File: config.mk
export PLATFORM = sky130hd
export DESIGN_NAME = dest_drain_arbiter_flat
export DESIGN_NICKNAME = d
export VERILOG_FILES = /design/src/rtl/dest_drain_arbiter_if.sv /design/src/rtl/dest_drain_arbiter.sv /design/src/flat_wrapper.sv
export SDC_FILE = /design/constraint.sdc
export NUM_CORES = 1
export LEC_CHECK = 0
export BUFFER_PORTS_ARGS = -buffer_cell sky130_fd_sc_hd__buf_2
export CAP_MARGIN = 40
export CORE_MARGIN = 2
export CORE_UTILIZATION = 50
export DETAILED_ROUTE_END_ITERATION = 16
export PLACE_DENSITY_LB_ADDON = 0.2
export SETUP_SLACK_MARGIN = 0.02
export SLEW_MARGIN = 15
export SYNTH_ARGS = -nofsm -noshare
export SYNTH_HDL_FRONTEND = slang
export SYNTH_SLANG_ARGS = --single-unit
File: constraint.sdc
create_clock -name clk -period 3.7 [get_ports clk]
set_input_delay 0.555 -clock clk [delete_from_list [all_inputs] [get_ports clk]]
set_output_delay 0.555 -clock clk [all_outputs]
set_load 0.05 [all_outputs]
File: src/rtl/dest_drain_arbiter_if.sv
// Bundle between the D0/D1 destination FIFOs, the downstream consumer and the drain arbiter.
// The arbiter uses the master view; the surrounding environment uses the slave view.
interface dest_drain_arbiter_if #(
    parameter int unsigned BW    = 6,
    parameter int unsigned CNT_W = 5
);
    logic             D0_empty;
    logic             D1_empty;
    logic [BW-1:0]    D0_data_out;
    logic [BW-1:0]    D1_data_out;
    logic             D0_rd;
    logic             D1_rd;
    logic             out_ready;
    logic             out_valid;
    logic [BW-1:0]    out_data;
    logic             out_dest;
    logic             cnt_clr;
    logic [CNT_W-1:0] D0_count;
    logic [CNT_W-1:0] D1_count;
    logic             busy;

    modport master (
        input  D0_empty, D1_empty, D0_data_out, D1_data_out, out_ready, cnt_clr,
        output D0_rd, D1_rd, out_valid, out_data, out_dest, D0_count, D1_count, busy
    );

    modport slave (
        output D0_empty, D1_empty, D0_data_out, D1_data_out, out_ready, cnt_clr,
        input  D0_rd, D1_rd, out_valid, out_data, out_dest, D0_count, D1_count, busy
    );
endinterface

File: src/rtl/dest_drain_arbiter.sv
// Round-robin drain of destination FIFOs D0/D1 onto one valid/ready port,
// with one read in flight at most and saturating per-destination word counters.
module dest_drain_arbiter #(
    parameter int unsigned BW    = 6,
    parameter int unsigned CNT_W = 5
) (
    input  logic                 clk,
    input  logic                 reset,
    dest_drain_arbiter_if.master bus
);
    typedef enum logic {IDLE = 1'b0, WAIT = 1'b1} state_t;

    localparam logic [CNT_W-1:0] CNT_MAX = {CNT_W{1'b1}};

    state_t           state;
    state_t           state_nx;
    logic             last;
    logic             pend_src;
    logic             grant_c;
    logic             rd0_c;
    logic             rd1_c;
    logic             slot_ok_c;
    logic             xfer_c;
    logic             out_valid_q;
    logic [BW-1:0]    out_data_q;
    logic             out_dest_q;
    logic [CNT_W-1:0] cnt0_q;
    logic [CNT_W-1:0] cnt1_q;

    assign slot_ok_c = ~out_valid_q | bus.out_ready;
    assign xfer_c    = out_valid_q & bus.out_ready;

    // Grant selection: prefer the source that did not win last time.
    always_comb begin
        state_nx = state;
        grant_c  = last;
        rd0_c    = 1'b0;
        rd1_c    = 1'b0;
        case (state)
            IDLE: begin
                if (!reset && slot_ok_c && !(bus.D0_empty && bus.D1_empty)) begin
                    if (!bus.D0_empty && !bus.D1_empty) begin
                        grant_c = ~last;
                    end else begin
                        grant_c = bus.D0_empty;
                    end
                    rd0_c    = ~grant_c;
                    rd1_c    = grant_c;
                    state_nx = WAIT;
                end
            end
            WAIT: state_nx = IDLE;
        endcase
    end

    always_ff @(posedge clk or posedge reset) begin
        if (reset) begin
            state    <= IDLE;
            last     <= 1'b1;
            pend_src <= 1'b0;
        end else begin
            state <= state_nx;
            if (rd0_c || rd1_c) begin
                last     <= grant_c;
                pend_src <= grant_c;
            end
        end
    end

    // The slot is always free when WAIT captures, so capture takes priority over clearing.
    always_ff @(posedge clk or posedge reset) begin
        if (reset) begin
            out_valid_q <= 1'b0;
            out_data_q  <= '0;
            out_dest_q  <= 1'b0;
        end else if (state == WAIT) begin
            out_valid_q <= 1'b1;
            out_data_q  <= pend_src ? bus.D1_data_out : bus.D0_data_out;
            out_dest_q  <= pend_src;
        end else if (xfer_c) begin
            out_valid_q <= 1'b0;
        end
    end

    // Clear wins over a coincident transfer.
    always_ff @(posedge clk or posedge reset) begin
        if (reset) begin
            cnt0_q <= '0;
            cnt1_q <= '0;
        end else if (bus.cnt_clr) begin
            cnt0_q <= '0;
            cnt1_q <= '0;
        end else if (xfer_c) begin
            if (!out_dest_q && cnt0_q != CNT_MAX) cnt0_q <= cnt0_q + CNT_W'(1);
            if (out_dest_q && cnt1_q != CNT_MAX)  cnt1_q <= cnt1_q + CNT_W'(1);
        end
    end

    assign bus.D0_rd     = rd0_c;
    assign bus.D1_rd     = rd1_c;
    assign bus.out_valid = out_valid_q;
    assign bus.out_data  = out_data_q;
    assign bus.out_dest  = out_dest_q;
    assign bus.D0_count  = cnt0_q;
    assign bus.D1_count  = cnt1_q;
    assign bus.busy      = (state == WAIT) | out_valid_q;
endmodule

File: src/flat_wrapper.sv
// flat-port wrapper written by rule: the top's interface ports become plain ports
module dest_drain_arbiter_flat 
#(
    parameter int unsigned BW    = 6,
    parameter int unsigned CNT_W = 5
)
  (clk, reset, bus_D0_empty, bus_D1_empty, bus_D0_data_out, bus_D1_data_out, bus_out_ready, bus_cnt_clr, bus_D0_rd, bus_D1_rd, bus_out_valid, bus_out_data, bus_out_dest, bus_D0_count, bus_D1_count, bus_busy);
  dest_drain_arbiter_if #(.BW(BW), .CNT_W(CNT_W)) bus_i ();
  input  logic clk;
  input  logic reset;
  input wire logic [$bits(bus_i.D0_empty)-1:0] bus_D0_empty;
  input wire logic [$bits(bus_i.D1_empty)-1:0] bus_D1_empty;
  input wire logic [$bits(bus_i.D0_data_out)-1:0] bus_D0_data_out;
  input wire logic [$bits(bus_i.D1_data_out)-1:0] bus_D1_data_out;
  input wire logic [$bits(bus_i.out_ready)-1:0] bus_out_ready;
  input wire logic [$bits(bus_i.cnt_clr)-1:0] bus_cnt_clr;
  output wire logic [$bits(bus_i.D0_rd)-1:0] bus_D0_rd;
  output wire logic [$bits(bus_i.D1_rd)-1:0] bus_D1_rd;
  output wire logic [$bits(bus_i.out_valid)-1:0] bus_out_valid;
  output wire logic [$bits(bus_i.out_data)-1:0] bus_out_data;
  output wire logic [$bits(bus_i.out_dest)-1:0] bus_out_dest;
  output wire logic [$bits(bus_i.D0_count)-1:0] bus_D0_count;
  output wire logic [$bits(bus_i.D1_count)-1:0] bus_D1_count;
  output wire logic [$bits(bus_i.busy)-1:0] bus_busy;
  assign bus_i.D0_empty = bus_D0_empty;
  assign bus_i.D1_empty = bus_D1_empty;
  assign bus_i.D0_data_out = bus_D0_data_out;
  assign bus_i.D1_data_out = bus_D1_data_out;
  assign bus_i.out_ready = bus_out_ready;
  assign bus_i.cnt_clr = bus_cnt_clr;
  assign bus_D0_rd = bus_i.D0_rd;
  assign bus_D1_rd = bus_i.D1_rd;
  assign bus_out_valid = bus_i.out_valid;
  assign bus_out_data = bus_i.out_data;
  assign bus_out_dest = bus_i.out_dest;
  assign bus_D0_count = bus_i.D0_count;
  assign bus_D1_count = bus_i.D1_count;
  assign bus_busy = bus_i.busy;
  dest_drain_arbiter #(.BW(BW), .CNT_W(CNT_W)) u_core (.clk(clk), .reset(reset), .bus(bus_i));
endmodule
# Yosys cells after proc, flatten, opt, wreduce, memory -nomap -nowiden
# Cells that the tools add are included.
[totals]
reg_bits = 21
out_inout_bits = 21
elab_cells = 57
[op_classes]
muxes = 20
eq_ne = 2
n_addsub = 2
bitwise_logic = 7
n_reduce_logical = 18
[ops]
columns = ["cell", "n"]
rows = [
  ["2-to-1 mux 5 bit", 6],
  ["2-to-1 mux 1 bit", 12],
  ["adder 5 x 1 -> 5 bit (second input constant)", 2],
  ["inequality test 5 bit (second input constant)", 2],
  ["nonzero test 2 bit", 4],
  ["logical AND 1 bit", 6],
  ["2-to-1 mux 6 bit", 1],
  ["logical NOT 1 bit", 5],
  ["NOT 1 bit", 4],
  ["AND reduction 2 bit", 2],
  ["bitwise OR 1 bit", 2],
  ["one-hot mux 1 bit (2 select lines)", 1],
  ["bitwise AND 1 bit", 1],
  ["logical OR 1 bit", 1],
]

# Depth between registers and ports, before layout
[depth]
ltp_word = 10
depth_mapped = 7
mapped_depth_nobuf = 6

# Least setup slack after synthesis
# No wires, ideal clock.
[synth_path]
kind = "flip-flop to output port"
from = "register u_core.out_valid_q, in the netlist u_core.bus.out_valid"
to = "output port bus_D0_rd"
path_buffers = 0
arrival_time_ns = 1.932
stages_incl_launch_ff = 3
t_required_ns = 3.145
setup_slack_ns = 1.213
cell_sequence = "dfrtp_1 a21o_1 nor3_1"
[synth_via]
elab_chain_cells = 6
[synth_lines]
columns = ["element", "line_no", "source"]
rows = [
  ["start: declaration", "dest_drain_arbiter.sv:24", "logic out_valid_q;"],
  ["start signal: assignment", "dest_drain_arbiter.sv:73", "out_valid_q <= 1'b0;"],
  ["start signal: assignment", "dest_drain_arbiter.sv:77", "out_valid_q <= 1'b1;"],
  ["start signal: assignment", "dest_drain_arbiter.sv:81", "out_valid_q <= 1'b0;"],
  ["NOT 1 bit", "dest_drain_arbiter.sv:30", "assign slot_ok_c = ~out_valid_q | bus.out_ready;"],
  ["bitwise OR 1 bit", "dest_drain_arbiter.sv:30", ""],
  ["logical AND 1 bit (2 in a row)", "dest_drain_arbiter.sv:41", "if (!reset && slot_ok_c && !(bus.D0_empty && bus.D1_empty)) begin"],
  ["2-to-1 mux 1 bit", "dest_drain_arbiter.sv:41", ""],
  ["2-to-1 mux 1 bit", "dest_drain_arbiter.sv:39", "case (state)"],
  ["end: declaration", "flat_wrapper.sv:17", "output wire logic [$bits(bus_i.D0_rd)-1:0] bus_D0_rd;"],
]
# No other way between the ends.

# Final worst setup path
[layout_path]
from = "register u_core.state"
to = "output port bus_D1_rd"
[layout_via]
elab_chain_cells = 1
[layout_lines]
columns = ["element", "line_no", "source"]
rows = [
  ["start: declaration", "dest_drain_arbiter.sv:15", "state_t state;"],
  ["start signal: assignment", "dest_drain_arbiter.sv:62", "state <= state_nx;"],
  ["2-to-1 mux 1 bit", "dest_drain_arbiter.sv:39", ""],
  ["end: declaration", "flat_wrapper.sv:18", "output wire logic [$bits(bus_i.D1_rd)-1:0] bus_D1_rd;"],
]
# No other way between the ends.

==> run_results.csv <==
group,metric,value,unit
clock_network,post_cts_hold_buffer_count,0,
synth,netlist_area,1030,um^2
clock_network,h-tree-depth,1,
timing,post-route-min-period,2.18,ns
timing,max_freq,459,MHz
clock_network,clkTransAtPathRegs,0.12,ns
critical_path,cp.required,3.14,ns
floorplanning,dieHeight,49.4,um
critical_path,worstReg2RegStart,"u_core.bus.D0_count[0]$_DFFE_PP0P_",
synth,post_synthesis_compound_gate_area_fraction,0.0960,
clock_network,clk_root_buffer_cell,"clkbuf_4",
critical_path,worst_setup_path_end_kind,"output port",
timing,timing.final.max_slew_violations,0,
synth,synth_top_cells_by_area,"dfrtp_1 49%, mux2i_1 9.7%, nor2_1 5.1%",
power_and_ir_drop,sequential_fraction_of_design_power,0.465,
timing,final.setup.worst_slack,1.52,ns
clock_network,post_cts.resized_instances,0,
critical_path,setup.worst_path.start_class,"register",
synth,yosys.area_share.adder,0.0486,
run,max-cap-violations,0,
route,vias,791,
synth,synth_top_cells_by_count,"20 x dfrtp_1, 14 x nor2_1, 10 x mux2i_1",
power_and_ir_drop,max-vdd-ir-drop,0.359,mV
clock_network,tritoncts,"built",
finish,area_growth,22.1,%
route,avgRoutedWirePerCell,12.3,um
route,drc,0,
place,preCtsSetupSlack,1.57,ns
power_and_ir_drop,total_leakage_power,0.699,nW
timing,finalCritPeriodShare,0.588,
synth,yosys-mux-area-fraction,0.145,
floorplanning,io_pins,39,
worst_hold_path,hold_path_class,"input port to asynchronous set/reset pin",
grt,largest_net_degree_at_the_start_of_global_routing,22,
synth,synth_flop_cell,"dfrtp_1",
floorplanning,die-width,49.4,um
floorplanning,core_region_area,1960,um^2
synth,syn-mean-instance-area,11.2,um^2
clock_network,tritoncts_num_sinks,21,
critical_path,worst_setup_sp,"u_core.state$_DFF_PP0_",
floorplanning,dieArea,2440,um^2
synth,synth_edf_count,0,
synth,yosys.area_share.xor_xnor,0.0170,
power_and_ir_drop,part_of_the_total_power_dissipated_in_the_clock_network,0.162,
power_and_ir_drop,power_switching_share,0.425,
critical_path,timing_worst_setup_path_type,"register to output port",
place,hpwl,1.45,mm
route,drt_first_pass_iters,4,
timing,holdWs,0.383,ns
power_and_ir_drop,switching_power,0.281,mW
place,place.gp.congestion,0.684,
synth,synth-warning-count,0,
power_and_ir_drop,power_density,527,nW/um^2
route,routed_via_density,5.07,
finish,finalNetCount,152,
timing,clock_skew,0.00484,ns
synth,synth_most_common_cell,"dfrtp_1",
finish,fillers,179,
synth,post_synth_simple_gate_area,0.148,
synth,synth_top_family_by_area,"simple AND/OR/NAND/NOR gates",
timing,final_setup_violations,0,
power_and_ir_drop,internal-power,0.381,mW
critical_path,worst-endpoint-arrival,1.62,ns
synth,synth.largest_area_cell,"dfrtp_1",
timing,rsz0062_at_grt,"no",
floorplanning,row_count,16,
finish,antenna-diode-count,0,
route,drt-total-wl,1.91,mm
place,io_buffer_count,38,
synth,syn-instance-count,92,
grt,grt_overflow_total,0,
timing,finalSetupTns,0,ns
timing,max_slew.worst_pin.slew,0.763,ns
timing,total_count_of_hold_check_failures_in_the_final_report,0,
synth,synthesized_flop_and_latch_total,21,
synth,synthArstFlopShare,1.00,
clock_network,cts_inserted_buffers,3,
floorplanning,initial_core_util,0.525,
grt,grt_pass1_wl,3.26,mm
grt,via_count_of_the_first_global_routing_pass,742,
run_status,outcome,"finished, final reports clean",
route,drt_iter0_drc,11,
synth,synthesis.nets,114,
finish,layout_cell_share_with_drive_strength_beyond_1,0.364,
clock_network,clock_path_buffers,2,
power_and_ir_drop,pwr-share-comb,0.372,
route,ant_nets,0,
grt,antenna_found_initial,0,
synth,netlist.area_leader.share,0.486,
critical_path,crit_path_max_fanout,16,
synth,seq_area_frac_synth,0.512,
clock_network,clk_latency_worst_skew_pair,0.30,ns
timing,max-slew-margin-rel,0.491,
synth,ys_types,30,
grt,all_layer_gr_usage,0.176,
clock_network,postCtsSetupRepairBufs,0,
## cell type report
type	count	area, um^2	share of cell area
Sequential cell	21	527	0.419
Timing Repair Buffer	38	190	0.151
Clock inverter	1	5.00	0.00398
Clock buffer	3	22.5	0.0179
Inverter	3	11.3	0.00896
Tap cell	27	33.8	0.0269
Multi-Input combinational cell	63	468	0.372
## worst max-delay path, stage by stage, from the launching register on
cell and delay, ns:
dfrtp_1 0.57, a211oi_2 0.33, and2_1 0.17, buf_2 0.25
## cells in the final DEF (no fill, tap or decap), types with 3 or more instances in the layout
cell	Yosys	layout
ha_1	4	4
clkbuf_4	0	3
mux2_1	3	3
buf_2	1	38
mux2i_1	10	10
a21oi_1	9	9
nor2_1	14	14
dfrtp_1	20	20
inv_1	3	3
## cells by family (layout without fill, tap and decap cells)
family / count (synthesis) / count (layout)
adder cells (fa/ha/maj): 4 / 4
buffers and inverters: 8 / 45
XOR/XNOR: 2 / 2
flip-flops: 21 / 21
AO/OA/AOI/OAI: 16 / 16
AND/OR/NAND/NOR: 27 / 27
multiplexers: 14 / 14
## power by group through the flow
stage	combinational, mW	sequential [mW]	clock [mW]
2_1_floorplan	0.100	0.405	0
3_3_place_gp	0.245	0.312	0
3_5_place_dp	0.249	0.314	0
4_1_cts	0.250	0.310	0.113
5_1_grt	0.263	0.317	0.128
6_report	0.247	0.308	0.108
## stage by stage
stage,power (mW),area [um^2],cells,utilization
after floorplan,0.506,1030,92,-
after global placement,0.557,1230,152,0.627
after detailed placement,0.563,1230,152,0.627
after CTS,0.672,1260,156,0.641
after global routing,0.708,1260,156,0.641
final,0.663,1260,156,0.641
## routing by layer
metal,global-route usage,vias to the layer above,wire [um]
met1,0.224,367,821
met2,0.293,24,977
li1,-,398,-
met3,0.0276,2,97
met4,0.0833,0,14
met5,0,-,0
## path summary, 6_finish.rpt
| kind | to | cells after the start | slack (ns) |
|---|---|---|---|
| max | bus_D1_rd | 3 | 1.52 |
| min | u_core.bus.out_dest$_DFFE_PP0P_ | 2 | 0.38 |
| max reg2reg | u_core.bus.D0_count[3]$_DFFE_PP0P_ | 6 | 1.66 |
| min reg2reg | u_core.bus.out_data[5]$_DFFE_PP0P_ | 2 | 0.54 |
| max in group asynchronous | u_core.bus.D0_count[4]$_DFFE_PP0P_ | 2 | 2.84 |
| min in group clk | u_core.bus.out_data[5]$_DFFE_PP0P_ | 2 | 0.54 |
## flip-flops by register name, indices dropped and copies added, names as in the netlist
| register | flops |
|---|---|
| u_core.bus.D0_count | 5 |
| u_core.bus.D1_count | 5 |
| u_core.bus.out_data | 6 |
| u_core.bus.out_dest | 1 |
| u_core.bus.out_valid | 1 |
| u_core.last | 1 |
| u_core.pend_src | 1 |
| u_core.state | 1 |
Power figures use the tool's default switching activity.
